`src/rtl/div_32bits_seq_if.sv`:
```
// Handshake and operand/result bundle between the pipeline controller and the divider.
interface div_32bits_seq_if #(
    parameter int unsigned WIDTH = 32
);
    logic             start;
    logic             sign;
    logic [WIDTH-1:0] dividend;
    logic [WIDTH-1:0] divisor;
    logic             cancel;
    logic             busy;
    logic             done;
    logic             div_zero;
    logic [WIDTH-1:0] quotient;
    logic [WIDTH-1:0] remainder;

    // Pipeline controller side.
    modport master (
        output start, sign, dividend, divisor, cancel,
        input  busy, done, div_zero, quotient, remainder
    );

    // Divider side.
    modport slave (
        input  start, sign, dividend, divisor, cancel,
        output busy, done, div_zero, quotient, remainder
    );
endinterface

```
`src/rtl/div_32bits_seq.sv`:
```
// Sequential restoring divider for DIV/DIVU: one quotient bit per clock, results to HI/LO.
module div_32bits_seq #(
    parameter int unsigned WIDTH = 32
) (
    input logic              clk,
    input logic              rst_n,
    div_32bits_seq_if.slave  bus
);
    localparam int unsigned CntW = $clog2(WIDTH + 1);

    typedef enum logic [1:0] {StIdle, StCalc, StFix} state_e;

    state_e            r_state;
    logic              r_sign;
    logic              r_dvd_neg;
    logic              r_dvs_neg;
    logic              r_zero;
    logic [WIDTH-1:0]  r_dvs_mag;
    logic [WIDTH-1:0]  r_rem;
    logic [WIDTH-1:0]  r_q;
    logic [CntW-1:0]   r_cnt;
    logic              r_busy;
    logic              r_done;
    logic              r_div_zero;
    logic [WIDTH-1:0]  r_quotient;
    logic [WIDTH-1:0]  r_remainder;

    logic              w_dvd_neg;
    logic              w_dvs_neg;
    logic [WIDTH-1:0]  w_dvd_mag;
    logic [WIDTH-1:0]  w_dvs_mag;
    logic [WIDTH:0]    w_p;
    logic [WIDTH:0]    w_t;
    logic [WIDTH-1:0]  w_q_fix;
    logic [WIDTH-1:0]  w_rem_fix;

    // Operand signs only matter for DIV; the most negative value stays as its unsigned magnitude.
    assign w_dvd_neg = bus.sign & bus.dividend[WIDTH-1];
    assign w_dvs_neg = bus.sign & bus.divisor[WIDTH-1];
    assign w_dvd_mag = w_dvd_neg ? (~bus.dividend + 1'b1) : bus.dividend;
    assign w_dvs_mag = w_dvs_neg ? (~bus.divisor + 1'b1) : bus.divisor;

    // Trial subtraction, one bit wider so the borrow lands in the MSB.
    assign w_p = {r_rem, r_q[WIDTH-1]};
    assign w_t = w_p - {1'b0, r_dvs_mag};

    // Sign correction of the magnitude results.
    assign w_q_fix   = (r_sign && (r_dvd_neg ^ r_dvs_neg)) ? (~r_q + 1'b1) : r_q;
    assign w_rem_fix = (r_sign && r_dvd_neg) ? (~r_rem + 1'b1) : r_rem;

    assign bus.busy      = r_busy;
    assign bus.done      = r_done;
    assign bus.div_zero  = r_div_zero;
    assign bus.quotient  = r_quotient;
    assign bus.remainder = r_remainder;

    // Control FSM with datapath and registered outputs.
    always_ff @(posedge clk or negedge rst_n) begin
        if (!rst_n) begin
            r_state     <= StIdle;
            r_sign      <= 1'b0;
            r_dvd_neg   <= 1'b0;
            r_dvs_neg   <= 1'b0;
            r_zero      <= 1'b0;
            r_dvs_mag   <= '0;
            r_rem       <= '0;
            r_q         <= '0;
            r_cnt       <= '0;
            r_busy      <= 1'b0;
            r_done      <= 1'b0;
            r_div_zero  <= 1'b0;
            r_quotient  <= '0;
            r_remainder <= '0;
        end else begin
            r_done <= 1'b0;
            unique case (r_state)
                StIdle: begin
                    if (bus.start && !bus.cancel) begin
                        r_sign    <= bus.sign;
                        r_dvd_neg <= w_dvd_neg;
                        r_dvs_neg <= w_dvs_neg;
                        r_dvs_mag <= w_dvs_mag;
                        r_q       <= w_dvd_mag;
                        r_cnt     <= CntW'(WIDTH);
                        r_busy    <= 1'b1;
                        if (bus.divisor == '0) begin
                            // Raw dividend parks in rem so FIX can return it as HI.
                            r_zero  <= 1'b1;
                            r_rem   <= bus.dividend;
                            r_state <= StFix;
                        end else begin
                            r_zero  <= 1'b0;
                            r_rem   <= '0;
                            r_state <= StCalc;
                        end
                    end
                end
                StCalc: begin
                    if (bus.cancel) begin
                        r_state <= StIdle;
                        r_busy  <= 1'b0;
                    end else begin
                        if (!w_t[WIDTH]) begin
                            r_rem <= w_t[WIDTH-1:0];
                            r_q   <= {r_q[WIDTH-2:0], 1'b1};
                        end else begin
                            r_rem <= w_p[WIDTH-1:0];
                            r_q   <= {r_q[WIDTH-2:0], 1'b0};
                        end
                        r_cnt <= r_cnt - 1'b1;
                        if (r_cnt == CntW'(1)) begin
                            r_state <= StFix;
                        end
                    end
                end
                StFix: begin
                    r_state <= StIdle;
                    r_busy  <= 1'b0;
                    if (!bus.cancel) begin
                        r_done <= 1'b1;
                        if (r_zero) begin
                            r_quotient  <= '1;
                            r_remainder <= r_rem;
                            r_div_zero  <= 1'b1;
                        end else begin
                            r_quotient  <= w_q_fix;
                            r_remainder <= w_rem_fix;
                            r_div_zero  <= 1'b0;
                        end
                    end
                end
                default: begin
                    r_state <= StIdle;
                    r_busy  <= 1'b0;
                end
            endcase
        end
    end
endmodule

```
`src/flat_wrapper.sv`:
```
// flat-port wrapper written by rule: the top's interface ports become plain ports
module div_32bits_seq_flat 
#(
    parameter int unsigned WIDTH = 32
)
  (clk, rst_n, bus_start, bus_sign, bus_dividend, bus_divisor, bus_cancel, bus_busy, bus_done, bus_div_zero, bus_quotient, bus_remainder);
  div_32bits_seq_if #(.WIDTH(WIDTH)) bus_i ();
  input logic clk;
  input logic rst_n;
  input wire logic [$bits(bus_i.start)-1:0] bus_start;
  input wire logic [$bits(bus_i.sign)-1:0] bus_sign;
  input wire logic [$bits(bus_i.dividend)-1:0] bus_dividend;
  input wire logic [$bits(bus_i.divisor)-1:0] bus_divisor;
  input wire logic [$bits(bus_i.cancel)-1:0] bus_cancel;
  output wire logic [$bits(bus_i.busy)-1:0] bus_busy;
  output wire logic [$bits(bus_i.done)-1:0] bus_done;
  output wire logic [$bits(bus_i.div_zero)-1:0] bus_div_zero;
  output wire logic [$bits(bus_i.quotient)-1:0] bus_quotient;
  output wire logic [$bits(bus_i.remainder)-1:0] bus_remainder;
  assign bus_i.start = bus_start;
  assign bus_i.sign = bus_sign;
  assign bus_i.dividend = bus_dividend;
  assign bus_i.divisor = bus_divisor;
  assign bus_i.cancel = bus_cancel;
  assign bus_busy = bus_i.busy;
  assign bus_done = bus_i.done;
  assign bus_div_zero = bus_i.div_zero;
  assign bus_quotient = bus_i.quotient;
  assign bus_remainder = bus_i.remainder;
  div_32bits_seq #(.WIDTH(WIDTH)) u_core (.clk(clk), .rst_n(rst_n), .bus(bus_i));
endmodule
```
`config.mk`:
```
export PLATFORM = sky130hd
export DESIGN_NAME = div_32bits_seq_flat
export DESIGN_NICKNAME = d
export VERILOG_FILES = /design/src/rtl/div_32bits_seq_if.sv /design/src/rtl/div_32bits_seq.sv /design/src/flat_wrapper.sv
export SDC_FILE = /design/constraint.sdc
export NUM_CORES = 1
export LEC_CHECK = 0
export BUFFER_PORTS_ARGS = -buffer_cell sky130_fd_sc_hd__buf_2
export CORE_MARGIN = 2
export CORE_UTILIZATION = 40
export CTS_BUF_LIST = sky130_fd_sc_hd__clkbuf_4 sky130_fd_sc_hd__clkbuf_8
export CTS_CLUSTER_SIZE = 28
export DETAILED_ROUTE_END_ITERATION = 6
export HOLD_SLACK_MARGIN = 0.1
export PLACE_DENSITY = 0.69
export SYNTH_ARGS = -nofsm -noshare
export SYNTH_HDL_FRONTEND = slang
export SYNTH_SLANG_ARGS = --single-unit
```
`constraint.sdc`:
```
create_clock -name clk -period 7.69 [get_ports clk]
set_input_delay 1.538 -clock clk [delete_from_list [all_inputs] [get_ports clk]]
set_output_delay 1.538 -clock clk [all_outputs]
set_load 0.01 [all_outputs]
```
==> qor.yml <==
timing:
  setup_violations: 0
  clock_skew_ns: 0.0172
  hold_viol: 0
  fmaxAchievable_ghz: 0.248
  drv_slew: 0
  hold_ws_ns: 0.478
  final.setup.tns_ns: 0
  rsz0062_at_grt: "false"
  layout_min_cycle_time_ns: 4.03
  worst_pin_slew_ns: 1.23
  relSlewSlack_pct: 18.0
  timing.final.crit_share_pct: 52.4
worst_setup_path:
  worst_setup_path_end_kind: "register"
  critPathLaunchType: "register"
  path_class: "register to register"
  reg2reg_depth: 12
  crit_end: "u_core.r_rem[19]"
  r2r_slack_ns: 3.66
  r2r_start: "u_core.r_rem[0]"
  cp-startpoint: "u_core.r_rem[0]"
  critPathArrivalTime_ns: 4.42
  worstPathRequired_ns: 8.08
  timing.rr.end: "u_core.r_rem[19]"
  path_max_fanout: 25
routing:
  num_vias: 10205
  drt_first_pass_iters: 5
  drt_iter0_drc: 752
  wl_um: 32200
  drtAntennaViolNets: 0
  via_per_inst: 5.53
  drt-wirelength-per-cell_um: 17.4
  drc: 0
clock_network:
  htreeDepth: 4
  cts_tree: "built"
  clkSinkCount: 175
  insertion_delay_ns: 0.48
  clkTransAtPathRegs_ns: 0.10
  cts-root-buf: "clkbuf_8"
  cts-resized-gates: 0
  cts_inserted_buffers: 17
  cts_setup_buffers: 0
  ctsLongestPathBuffers: 2
  cts_hold_buffers: 0
global_route:
  antenna_found_initial: 6
  grt_use_total_pct: 21.6
  grt_pass1_wl_um: 52200
  grt-ovfl-total: 0
  grt_max_degree: 114
  grt_pass1_vias: 9675
run_status:
  outcome: "completed"
logic_synthesis:
  syn-cell-area_um2: 11400
  synthFlopType: "dfrtp_1"
  yosysTopAreaCellShare_pct: 38.4
  synth_edf_count: 0
  syn_inst: 1355
  yosysTopAreaCell: "dfrtp_1"
  synth_common_cells: "dfrtp_1, nand2_1, nor2_1, o21ai_0, a21oi_1"
  synth_warnings: 0
  yosysUniqueCellTypes: 79
  ys_seq_elements: 175
  synthTopCellsByArea: "dfrtp_1, xnor2_1, o21ai_0"
  synthesis.nets: 1463
  synth.avg_cell_area_um2: 8.43
  async_flop_share_pct: 100
  yosysMostFrequentCell: "dfrtp_1"
  yosysSeqAreaShare_pct: 38.4
floorplan:
  rows: 61
  core_um2: 27900
  pin_count: 136
  die_area_um2: 29900
  start_util_pct: 40.9
  die_height_um: 173
  fp.dieW_um: 173
finish:
  stdcell_count: 1846
  area_delta_synth_final_pct: 11.7
  finalNetCount: 1561
  drive_gt1_share_pct: 14.4
pwr:
  ir_worst_vdd_v: 0.000124
  p_leak_nw: 5.80
  power_density_nw_per_um2: 319
hold_path:
  hp-class: "register to register"
placement:
  routabilityCongestion: 0.935
  io_buffers: 135
  dp.cells: 1812
  hpwlAfterDp_um: 24300
flow_run:
  max-cap-violations: 0
==> sequential cells by signal, indices dropped and copies added (netlist names) <==
register              cells
u_core.r_rem             32
u_core.bus.busy           1
u_core.r_dvd_neg          1
u_core.r_zero             1
u_core.r_state            2
u_core.bus.div_zero       1
u_core.r_q               32
u_core.r_dvs_neg          1
u_core.bus.done           1
u_core.bus.remainder     32
u_core.r_sign             1
u_core.r_dvs_mag         32
u_core.r_cnt              6
u_core.bus.quotient      32
==> per-layer routing <==
metal | wire [µm] | GRT usage, % | part of all wire (%) | vias to the layer above
met1 | 15000 | 30.2 | 47 | 4865
met4 | 806 | 6.99 | 2.5 | 6
met5 | 36 | 0 | 0.11 | -
met2 | 14100 | 32.8 | 44 | 301
met3 | 2190 | 5.30 | 6.8 | 52
li1 | - | - | - | 4981
==> worst max-delay path, stage by stage, from the launching register on <==
cell,delay [ns]
dfrtp_1,0.49
inv_1,0.23
fa_1,0.51
nor2b_1,0.18
o2111ai_1,0.15
a31oi_1,0.27
o2111a_1,0.30
o21ai_1,0.11
a211oi_2,0.39
nor3_1,0.17
nor3_4,0.83
nand3_1,0.17
o211ai_1,0.15
==> cell usage in the layout, fill, tap and decap left out, types with 6 or more instances in the layout <==
cell | netlist | layout
dfrtp_1 | 175 | 175
nand2_1 | 167 | 166
nor2_1 | 141 | 138
o21ai_0 | 134 | 134
buf_2 | 2 | 134
a21oi_1 | 121 | 121
xnor2_1 | 87 | 87
inv_1 | 60 | 60
xor2_1 | 56 | 56
ha_1 | 38 | 38
nand3_1 | 27 | 26
nor3_1 | 24 | 24
a221o_1 | 21 | 21
a22o_1 | 20 | 20
clkbuf_8 | 0 | 18
o31ai_1 | 16 | 16
or3_1 | 14 | 14
a21o_1 | 14 | 14
a31oi_1 | 14 | 14
o21ai_1 | 11 | 11
a22oi_1 | 9 | 9
nor4_1 | 9 | 9
o211ai_1 | 8 | 8
nand2b_1 | 7 | 7
and2_1 | 7 | 7
and3_1 | 7 | 7
or4_1 | 7 | 7
nor2b_1 | 6 | 6
nand4_1 | 6 | 6
buf_4 | 2 | 6
==> through the flow <==
stage / setup slack (ns) / util [%] / total power, mW / cell area, µm²
global route: 3.37 / 45.6 / 4.38 / 12800
detailed placement: 3.27 / 44.3 / 3.43 / 12400
finish: 3.66 / 45.6 / 4.07 / 12800
global placement: 3.33 / 44.3 / 3.38 / 12400
floorplan: 4.06 / - / 2.89 / 11400
CTS: 3.74 / 45.6 / 4.06 / 12700
==> final cells by class <==
| type | instances | area (µm²) |
|---|---|---|
| tap | 378 | 473 |
| fill | 2796 | 15200 |
| clock inverter | 12 | 111 |
| multi-input combinational | 1057 | 6570 |
| inverter | 61 | 229 |
| timing repair buffer | 141 | 727 |
| sequential | 175 | 4380 |
| antenna | 3 | 7.51 |
| clock buffer | 19 | 255 |
==> cells by family after synthesis <==
family          Yosys count  synth area share, %
flops                   175                 38.4
compound gates          419                 22.9
mux                       3                0.274
xor+xnor                143                 11.0
buf+inv                 123                 4.39
simple gates            453                 18.8
fa+ha+maj                39                 4.34
==> worst min path at each step <==
stage	startpoint	to	slack (ns)	depth (start not counted)
6_report	u_core.bus.quotient[0]	u_core.bus.quotient[0]	0.48	2
5_1_grt	u_core.bus.quotient[0]	u_core.bus.quotient[0]	0.49	2
4_1_cts	u_core.bus.quotient[0]	u_core.bus.quotient[0]	0.48	2
3_5_place_dp	u_core.bus.quotient[0]	u_core.bus.quotient[0]	0.46	2
3_3_place_gp	u_core.bus.quotient[0]	u_core.bus.quotient[0]	0.45	2
2_1_floorplan	u_core.r_dvs_mag[10]	u_core.r_dvs_mag[10]	0.45	2
==> power breakdown <==
part	internal [mW]	switching, mW	total [mW]
Combinational	0.861	1.13	1.99
Sequential	1.13	0.314	1.45
Clock	0.269	0.359	0.628
No activity file was read; power rests on OpenSTA's default activity.
